--- config.mk ---
export PLATFORM = sky130hd
export DESIGN_NAME = reg_op_sequencer
export DESIGN_NICKNAME = d
export VERILOG_FILES = /design/src/rtl/reg_ops_pkg.sv /design/src/rtl/reg_op_sequencer.sv
export SDC_FILE = /design/constraint.sdc
export NUM_CORES = 1
export LEC_CHECK = 0
export CAP_MARGIN = 10
export CORE_ASPECT_RATIO = 1.4
export CORE_MARGIN = 4
export CORE_UTILIZATION = 52
export CTS_CLUSTER_DIAMETER = 50
export CTS_CLUSTER_SIZE = 28
export DETAILED_ROUTE_END_ITERATION = 6
export PLACE_DENSITY = 0.89
export SLEW_MARGIN = 10
export SYNTH_ARGS = -nofsm -noshare
export SYNTH_HDL_FRONTEND = slang
export SYNTH_SLANG_ARGS = --single-unit
--- constraint.sdc ---
create_clock -name clk -period 7.4 [get_ports clk]
set_input_delay 1.48 -clock clk [delete_from_list [all_inputs] [get_ports clk]]
set_output_delay 1.48 -clock clk [all_outputs]
set_load 0.005 [all_outputs]
--- src/rtl/reg_ops_pkg.sv ---
// Shared definitions for the register control port: opcode values, sequencer
// FSM encoding and a helper that tells counted opcodes from single-shot ones.
package reg_ops_pkg;

  localparam logic [2:0] OP_NOP = 3'd0;
  localparam logic [2:0] OP_CL  = 3'd1;
  localparam logic [2:0] OP_LD  = 3'd2;
  localparam logic [2:0] OP_INC = 3'd3;
  localparam logic [2:0] OP_DEC = 3'd4;
  localparam logic [2:0] OP_SR  = 3'd5;
  localparam logic [2:0] OP_SL  = 3'd6;

  typedef enum logic [1:0] {
    ST_IDLE = 2'd0,
    ST_EXEC = 2'd1,
    ST_DONE = 2'd2
  } seq_state_e;

  // CL and LD always issue exactly one strobe; everything else uses cmd_cnt.
  function automatic logic op_is_counted(input logic [2:0] op);
    case (op)
      OP_CL, OP_LD: return 1'b0;
      default:      return 1'b1;
    endcase
  endfunction

endpackage

--- src/rtl/reg_op_sequencer.sv ---
// Command-driven initiator for a general-purpose register's control port.
// One command per valid/ready handshake is expanded into a burst of one-hot
// strobes; shift commands stream the latched data bit by bit (SR LSB first,
// SL MSB first). All outputs are registered so the first strobe appears in
// the cycle right after the accepting edge.
// Optional feature macro: REG_SEQ_SHADOW_EN (shadow register + mismatch flag).
module reg_op_sequencer
  import reg_ops_pkg::*;
#(
  parameter int DATA_WIDTH = 16,
  parameter int CNT_WIDTH  = 8
) (
  input  logic                  clk,
  input  logic                  rst_n,
  input  logic                  cmd_valid,
  output logic                  cmd_ready,
  input  logic [2:0]            cmd_op,
  input  logic [DATA_WIDTH-1:0] cmd_data,
  input  logic [CNT_WIDTH-1:0]  cmd_cnt,
  input  logic [DATA_WIDTH-1:0] reg_out,
  output logic                  reg_cl,
  output logic                  reg_ld,
  output logic                  reg_inc,
  output logic                  reg_dec,
  output logic                  reg_sr,
  output logic                  reg_sl,
  output logic [DATA_WIDTH-1:0] reg_in,
  output logic                  reg_ir,
  output logic                  reg_il,
  output logic                  busy,
  output logic                  done,
  output logic                  mismatch
);

  localparam int STEP_W = (DATA_WIDTH > 1) ? $clog2(DATA_WIDTH) : 1;
  localparam logic [STEP_W-1:0] STEP_MAX = STEP_W'(DATA_WIDTH - 1);

  seq_state_e            state_r, state_nx_s;
  logic [2:0]            op_r, op_nx_s;
  logic [DATA_WIDTH-1:0] data_r, data_nx_s;
  logic [CNT_WIDTH-1:0]  rem_r, rem_nx_s, cnt_sel_s;
  logic [STEP_W-1:0]     step_r, step_nx_s;

  logic                  accept_s, issue_s;
  logic [2:0]            iss_op_s;
  logic [DATA_WIDTH-1:0] iss_data_s;
  logic [STEP_W-1:0]     iss_step_s;

  logic cl_s, ld_s, inc_s, dec_s, sr_s, sl_s, ir_s, il_s;
  logic [DATA_WIDTH-1:0] in_s;

  logic cmd_ready_r, busy_r, done_r;
  logic cl_r, ld_r, inc_r, dec_r, sr_r, sl_r, ir_r, il_r;
  logic [DATA_WIDTH-1:0] in_r;

  // FSM state register.
  always_ff @(posedge clk or negedge rst_n) begin
    if (!rst_n) begin
      state_r <= ST_IDLE;
    end else begin
      state_r <= state_nx_s;
    end
  end

  // Next-state logic: latch the command on accept, count the burst down, and
  // select which step (opcode, data, bit index) is issued in the next cycle.
  always_comb begin
    accept_s   = cmd_valid && cmd_ready_r;
    state_nx_s = state_r;
    op_nx_s    = op_r;
    data_nx_s  = data_r;
    rem_nx_s   = rem_r;
    step_nx_s  = step_r;
    cnt_sel_s  = {CNT_WIDTH{1'b0}};
    issue_s    = 1'b0;
    iss_op_s   = op_r;
    iss_data_s = data_r;
    iss_step_s = step_r;
    case (state_r)
      ST_IDLE: begin
        if (accept_s) begin
          op_nx_s    = cmd_op;
          data_nx_s  = cmd_data;
          step_nx_s  = {STEP_W{1'b0}};
          iss_op_s   = cmd_op;
          iss_data_s = cmd_data;
          iss_step_s = {STEP_W{1'b0}};
          if (op_is_counted(cmd_op)) begin
            cnt_sel_s = cmd_cnt;
          end else begin
            cnt_sel_s = CNT_WIDTH'(1);
          end
          rem_nx_s = cnt_sel_s;
          if (cnt_sel_s == {CNT_WIDTH{1'b0}}) begin
            state_nx_s = ST_DONE;
          end else begin
            state_nx_s = ST_EXEC;
            issue_s    = 1'b1;
          end
        end else begin
          state_nx_s = ST_IDLE;
        end
      end
      ST_EXEC: begin
        if (rem_r <= CNT_WIDTH'(1)) begin
          rem_nx_s   = {CNT_WIDTH{1'b0}};
          state_nx_s = ST_DONE;
        end else begin
          rem_nx_s   = rem_r - CNT_WIDTH'(1);
          step_nx_s  = (step_r == STEP_MAX) ? {STEP_W{1'b0}} : step_r + STEP_W'(1);
          iss_step_s = step_nx_s;
          issue_s    = 1'b1;
          state_nx_s = ST_EXEC;
        end
      end
      ST_DONE: state_nx_s = ST_IDLE;
      default: state_nx_s = ST_IDLE;
    endcase
  end

  // Strobe decode for the step issued next cycle; at most one strobe is set.
  always_comb begin
    cl_s  = 1'b0;
    ld_s  = 1'b0;
    inc_s = 1'b0;
    dec_s = 1'b0;
    sr_s  = 1'b0;
    sl_s  = 1'b0;
    ir_s  = 1'b0;
    il_s  = 1'b0;
    in_s  = {DATA_WIDTH{1'b0}};
    if (issue_s) begin
      case (iss_op_s)
        OP_CL:  cl_s = 1'b1;
        OP_LD: begin
          ld_s = 1'b1;
          in_s = iss_data_s;
        end
        OP_INC: inc_s = 1'b1;
        OP_DEC: dec_s = 1'b1;
        OP_SR: begin
          sr_s = 1'b1;
          ir_s = iss_data_s[iss_step_s];
        end
        OP_SL: begin
          sl_s = 1'b1;
          il_s = iss_data_s[STEP_MAX - iss_step_s];
        end
        default: cl_s = 1'b0;
      endcase
    end else begin
      in_s = {DATA_WIDTH{1'b0}};
    end
  end

  // Command context and registered outputs; reset clears everything at once.
  always_ff @(posedge clk or negedge rst_n) begin
    if (!rst_n) begin
      op_r        <= 3'd0;
      data_r      <= {DATA_WIDTH{1'b0}};
      rem_r       <= {CNT_WIDTH{1'b0}};
      step_r      <= {STEP_W{1'b0}};
      cmd_ready_r <= 1'b0;
      busy_r      <= 1'b0;
      done_r      <= 1'b0;
      cl_r        <= 1'b0;
      ld_r        <= 1'b0;
      inc_r       <= 1'b0;
      dec_r       <= 1'b0;
      sr_r        <= 1'b0;
      sl_r        <= 1'b0;
      ir_r        <= 1'b0;
      il_r        <= 1'b0;
      in_r        <= {DATA_WIDTH{1'b0}};
    end else begin
      op_r        <= op_nx_s;
      data_r      <= data_nx_s;
      rem_r       <= rem_nx_s;
      step_r      <= step_nx_s;
      cmd_ready_r <= (state_nx_s == ST_IDLE);
      busy_r      <= (state_nx_s != ST_IDLE);
      done_r      <= (state_nx_s == ST_DONE);
      cl_r        <= cl_s;
      ld_r        <= ld_s;
      inc_r       <= inc_s;
      dec_r       <= dec_s;
      sr_r        <= sr_s;
      sl_r        <= sl_s;
      ir_r        <= ir_s;
      il_r        <= il_s;
      in_r        <= in_s;
    end
  end

  assign cmd_ready = cmd_ready_r;
  assign busy      = busy_r;
  assign done      = done_r;
  assign reg_cl    = cl_r;
  assign reg_ld    = ld_r;
  assign reg_inc   = inc_r;
  assign reg_dec   = dec_r;
  assign reg_sr    = sr_r;
  assign reg_sl    = sl_r;
  assign reg_ir    = ir_r;
  assign reg_il    = il_r;
  assign reg_in    = in_r;

`ifdef REG_SEQ_SHADOW_EN
  logic [DATA_WIDTH-1:0] shadow_r;
  logic                  mismatch_r;

  // Shadow copy of the driven register, compared against reg_out while in DONE.
  always_ff @(posedge clk or negedge rst_n) begin
    if (!rst_n) begin
      shadow_r   <= {DATA_WIDTH{1'b0}};
      mismatch_r <= 1'b0;
    end else begin
      if (cl_r) begin
        shadow_r <= {DATA_WIDTH{1'b0}};
      end else if (ld_r) begin
        shadow_r <= in_r;
      end else if (inc_r) begin
        shadow_r <= shadow_r + DATA_WIDTH'(1);
      end else if (dec_r) begin
        shadow_r <= shadow_r - DATA_WIDTH'(1);
      end else if (sr_r) begin
        shadow_r <= {ir_r, shadow_r[DATA_WIDTH-1:1]};
      end else if (sl_r) begin
        shadow_r <= {shadow_r[DATA_WIDTH-2:0], il_r};
      end else begin
        shadow_r <= shadow_r;
      end
      if (accept_s) begin
        mismatch_r <= 1'b0;
      end else if ((state_r == ST_DONE) && (reg_out != shadow_r)) begin
        mismatch_r <= 1'b1;
      end else begin
        mismatch_r <= mismatch_r;
      end
    end
  end

  assign mismatch = mismatch_r;
`else
  logic unused_reg_out_s;
  assign unused_reg_out_s = ^reg_out;
  assign mismatch = 1'b0;
`endif

endmodule

==> results.txt <==
result of the run: complete, no violations
Final WS setup: 3.364 ns
number of max-slew violations in the final report: 0
clk_lat worst skew: 0.34 ns
leakage component of the power: 1.641 nW
CTS H-tree lvls: 3
fraction of registers with async set/reset: 1.000
top post-synthesis cells by count: 60 x sky130_fd_sc_hd__dfrtp_1, 40 x sky130_fd_sc_hd__nand2_1, 24 x sky130_fd_sc_hd__nor2_1
CTS Sinks: 60
floorplan die width: 70.17 µm
setup TNS after final layout: 0 ns
Layout Utilization: 0.6943
cell with the most instances after synthesis: sky130_fd_sc_hd__dfrtp_1
initial standard-cell utilization of the core: 0.5414
largest stage delay on the critical path: 0.80 ns
net total in the final layout: 383
total routing usage reported by global routing: 0.2074
leading cell types by total area after synthesis: sky130_fd_sc_hd__dfrtp_1 53%, sky130_fd_sc_hd__mux2i_1 5.3%, sky130_fd_sc_hd__nand2_1 5.3%, sky130_fd_sc_hd__nor2_1 3.2%, sky130_fd_sc_hd__o21ai_0 3.0%
kind of cell adding the most delay to the critical path: compound AO/OA/AOI/OAI gates
cell area after placement: 3393 µm²
worst slew pin tran: 0.8690 ns
number of setup buffers added after CTS: 0
cell taking the most area after synthesis: sky130_fd_sc_hd__dfrtp_1
data arrival time of the critical path: 4.28 ns
routed via count: 2262
net count of the mapped netlist: 327
Hold WS: 0.5252 ns
clock period minus final worst setup slack: 4.036 ns
cell with the largest stage delay on the worst path: sky130_fd_sc_hd__a32o_1
per-cell routed wire length: 15.93 µm
quantity of gates resized following cts: 0
Highest Clock Rate: 247.8 MHz
Iter 0 DRT Violations: 164
Primary FF master, synth: sky130_fd_sc_hd__dfrtp_1
fraction of the yosys area taken by sequential cells: 0.5336
Post-Route Skew: 0.004501 ns
startpoint class of the critical path: input port
multi-input logic area: 1160 µm²
DRC: 0
overall die area: 6669 µm²
IO buf count: 56
number of buffers created by CTS: 9
fraction of final layout cells sized beyond drive strength 1: 0.08284
residual overflow from global routing: 0
Gate Count Post-Synth: 278
count of boundary I/O pins: 74
final instance area: 3608 µm²
initial antenna violation count: 0
clock slew at the register clock pins of the worst setup and hold paths: 0.06 ns
number of max-cap violations: 0
number of search-and-repair iterations in the first detailed-routing pass: 4
maximum number of pins on one net before global-route repair: 61
Yosys reg bits: 60
number of failing setup endpoints in the final timing report: 0
antenna cells: 0
Chip Height: 95.04 µm
Total Routed Length: 6437 µm
worst voltage drop across the vdd grid: 249.4 µV
via count normalized by instance count: 5.599
Placement Rows: 31
count of flip-flops with a built-in enable after synthesis: 0
via count of the first global-routing pass: 2315
CTS Hold Bufs: 0
cell count after placement: 389
final cell count without fillers: 404
clock tree from TritonCTS: built
path type of the worst min-delay path: register to register
synth unique cells: 48
share of Yosys cell area claimed by the top area cell type: 0.5336
total chip power: 1.561 mW
global-route wire length before repair: 10730 µm
Power Density: 432.5 nW/µm²
unrepaired setup endpoints after global routing: false
maximum root-to-sink buffer count: 2
CP Cell Sequence: clkdlybuf4s50_1 -> nand4bb_1 -> a32o_1 -> mux2i_1 -> o21ai_0 -> o22ai_1 -> a211oi_1
sequential cell area: 1501 µm²
synthesis-to-layout area growth: 28.23%
global placement routability congestion: 0.8888
share of the cycle needed by the critical path after routing: 0.5454
CP Buf/Inv Count: 1
Cell Area, Synth: 2814 µm²
Critical Path End Type: register
area inside the core boundary: 5197 µm²
CP Max Fanout: 19
category of the most critical setup path: input port to register
syn avg cell area: 10.12 µm²
half-perimeter wire length after placement: 4592 µm
Crit path required time: 7.64 ns
FILL cells: 406
Setup Slack @ Placement: 3.055 ns
final antenna-violating net count: 0
clock root buffer master: sky130_fd_sc_hd__clkbuf_8
Worst slew margin: 0.4207
number of hold-slack violations in the final timing report: 0
number of warnings printed during yosys synthesis: 0
## tightest hold or removal path: stages (launching register included)
cell and delay (ns):
sky130_fd_sc_hd__dfrtp_1 0.33, sky130_fd_sc_hd__mux2i_1 0.09, sky130_fd_sc_hd__inv_1 0.07
## layer usage
metal | global-route usage | up-vias | share of wire | wire length [µm]
met5 | 0 | - | 0 | 0
met4 | 0.08946 | 0 | 0.024 | 157
met3 | 0.05696 | 17 | 0.051 | 329
met2 | 0.3644 | 72 | 0.52 | 3333
met1 | 0.2377 | 1092 | 0.41 | 2617
li1 | - | 1081 | - | -
## state kept, by name, indices dropped and copies added (netlist names), 2 cells and up
signal   cells
data_r      16
rem_r        8
op_r         3
reg_in      16
step_r       4
state_r      2
## area by class of cell
class                           instances  share of cell area
Timing Repair Buffer                   58              0.1581
Inverter                               21             0.02184
Clock inverter                          4             0.02046
Tap cell                               66             0.02288
Sequential cell                        60              0.4161
Clock buffer                           11             0.03918
Multi-Input combinational cell        184              0.3214
## worst paths after layout
| path | from | to | slack [ns] | cells after the start |
|---|---|---|---|---|
| max in group asynchronous | rst_n | reg_in[7] | 5.61 | 2 |
| worst min register to register | op_r[2] | op_r[2] | 0.53 | 2 |
| worst max register to register | rem_r[4] | reg_ir | 4.08 | 5 |
| worst max-delay path | cmd_valid | reg_il | 3.36 | 7 |
| worst min-delay path | op_r[2] | op_r[2] | 0.53 | 2 |
| min in group asynchronous | rst_n | reg_cl | 1.28 | 2 |
## power by group
part,switching (mW),internal (mW),leakage [nW],total (mW)
Combinational,0.415,0.309,0.752,0.723
Sequential,0.0726,0.445,0.779,0.518
Clock,0.123,0.197,0.109,0.320
Total,0.610,0.951,1.64,1.56
## cells by family after synthesis
logic type	Yosys count	synth area share
xor+xnor	1	0.003113
other cells	1	0.001333
buf+inv	34	0.05959
compound gates	66	0.1539
fa+ha+maj	3	0.01334
flops	60	0.5336
simple gates	96	0.1659
mux	17	0.06936
## cell usage in the layout (no fill, tap or decap), types with 4 or more instances in the layout
cell type	instances
sky130_fd_sc_hd__or2_2	4
sky130_fd_sc_hd__a21oi_1	14
sky130_fd_sc_hd__nor2_1	24
sky130_fd_sc_hd__and2_1	8
sky130_fd_sc_hd__a211oi_1	4
sky130_fd_sc_hd__o21ai_0	17
sky130_fd_sc_hd__mux2i_1	15
sky130_fd_sc_hd__nor3_1	5
sky130_fd_sc_hd__clkdlybuf4s50_1	55
sky130_fd_sc_hd__nand2_1	40
sky130_fd_sc_hd__inv_1	21
sky130_fd_sc_hd__clkbuf_8	10
sky130_fd_sc_hd__o22ai_1	8
sky130_fd_sc_hd__dfrtp_1	60
Power figures use the tool's default switching activity.
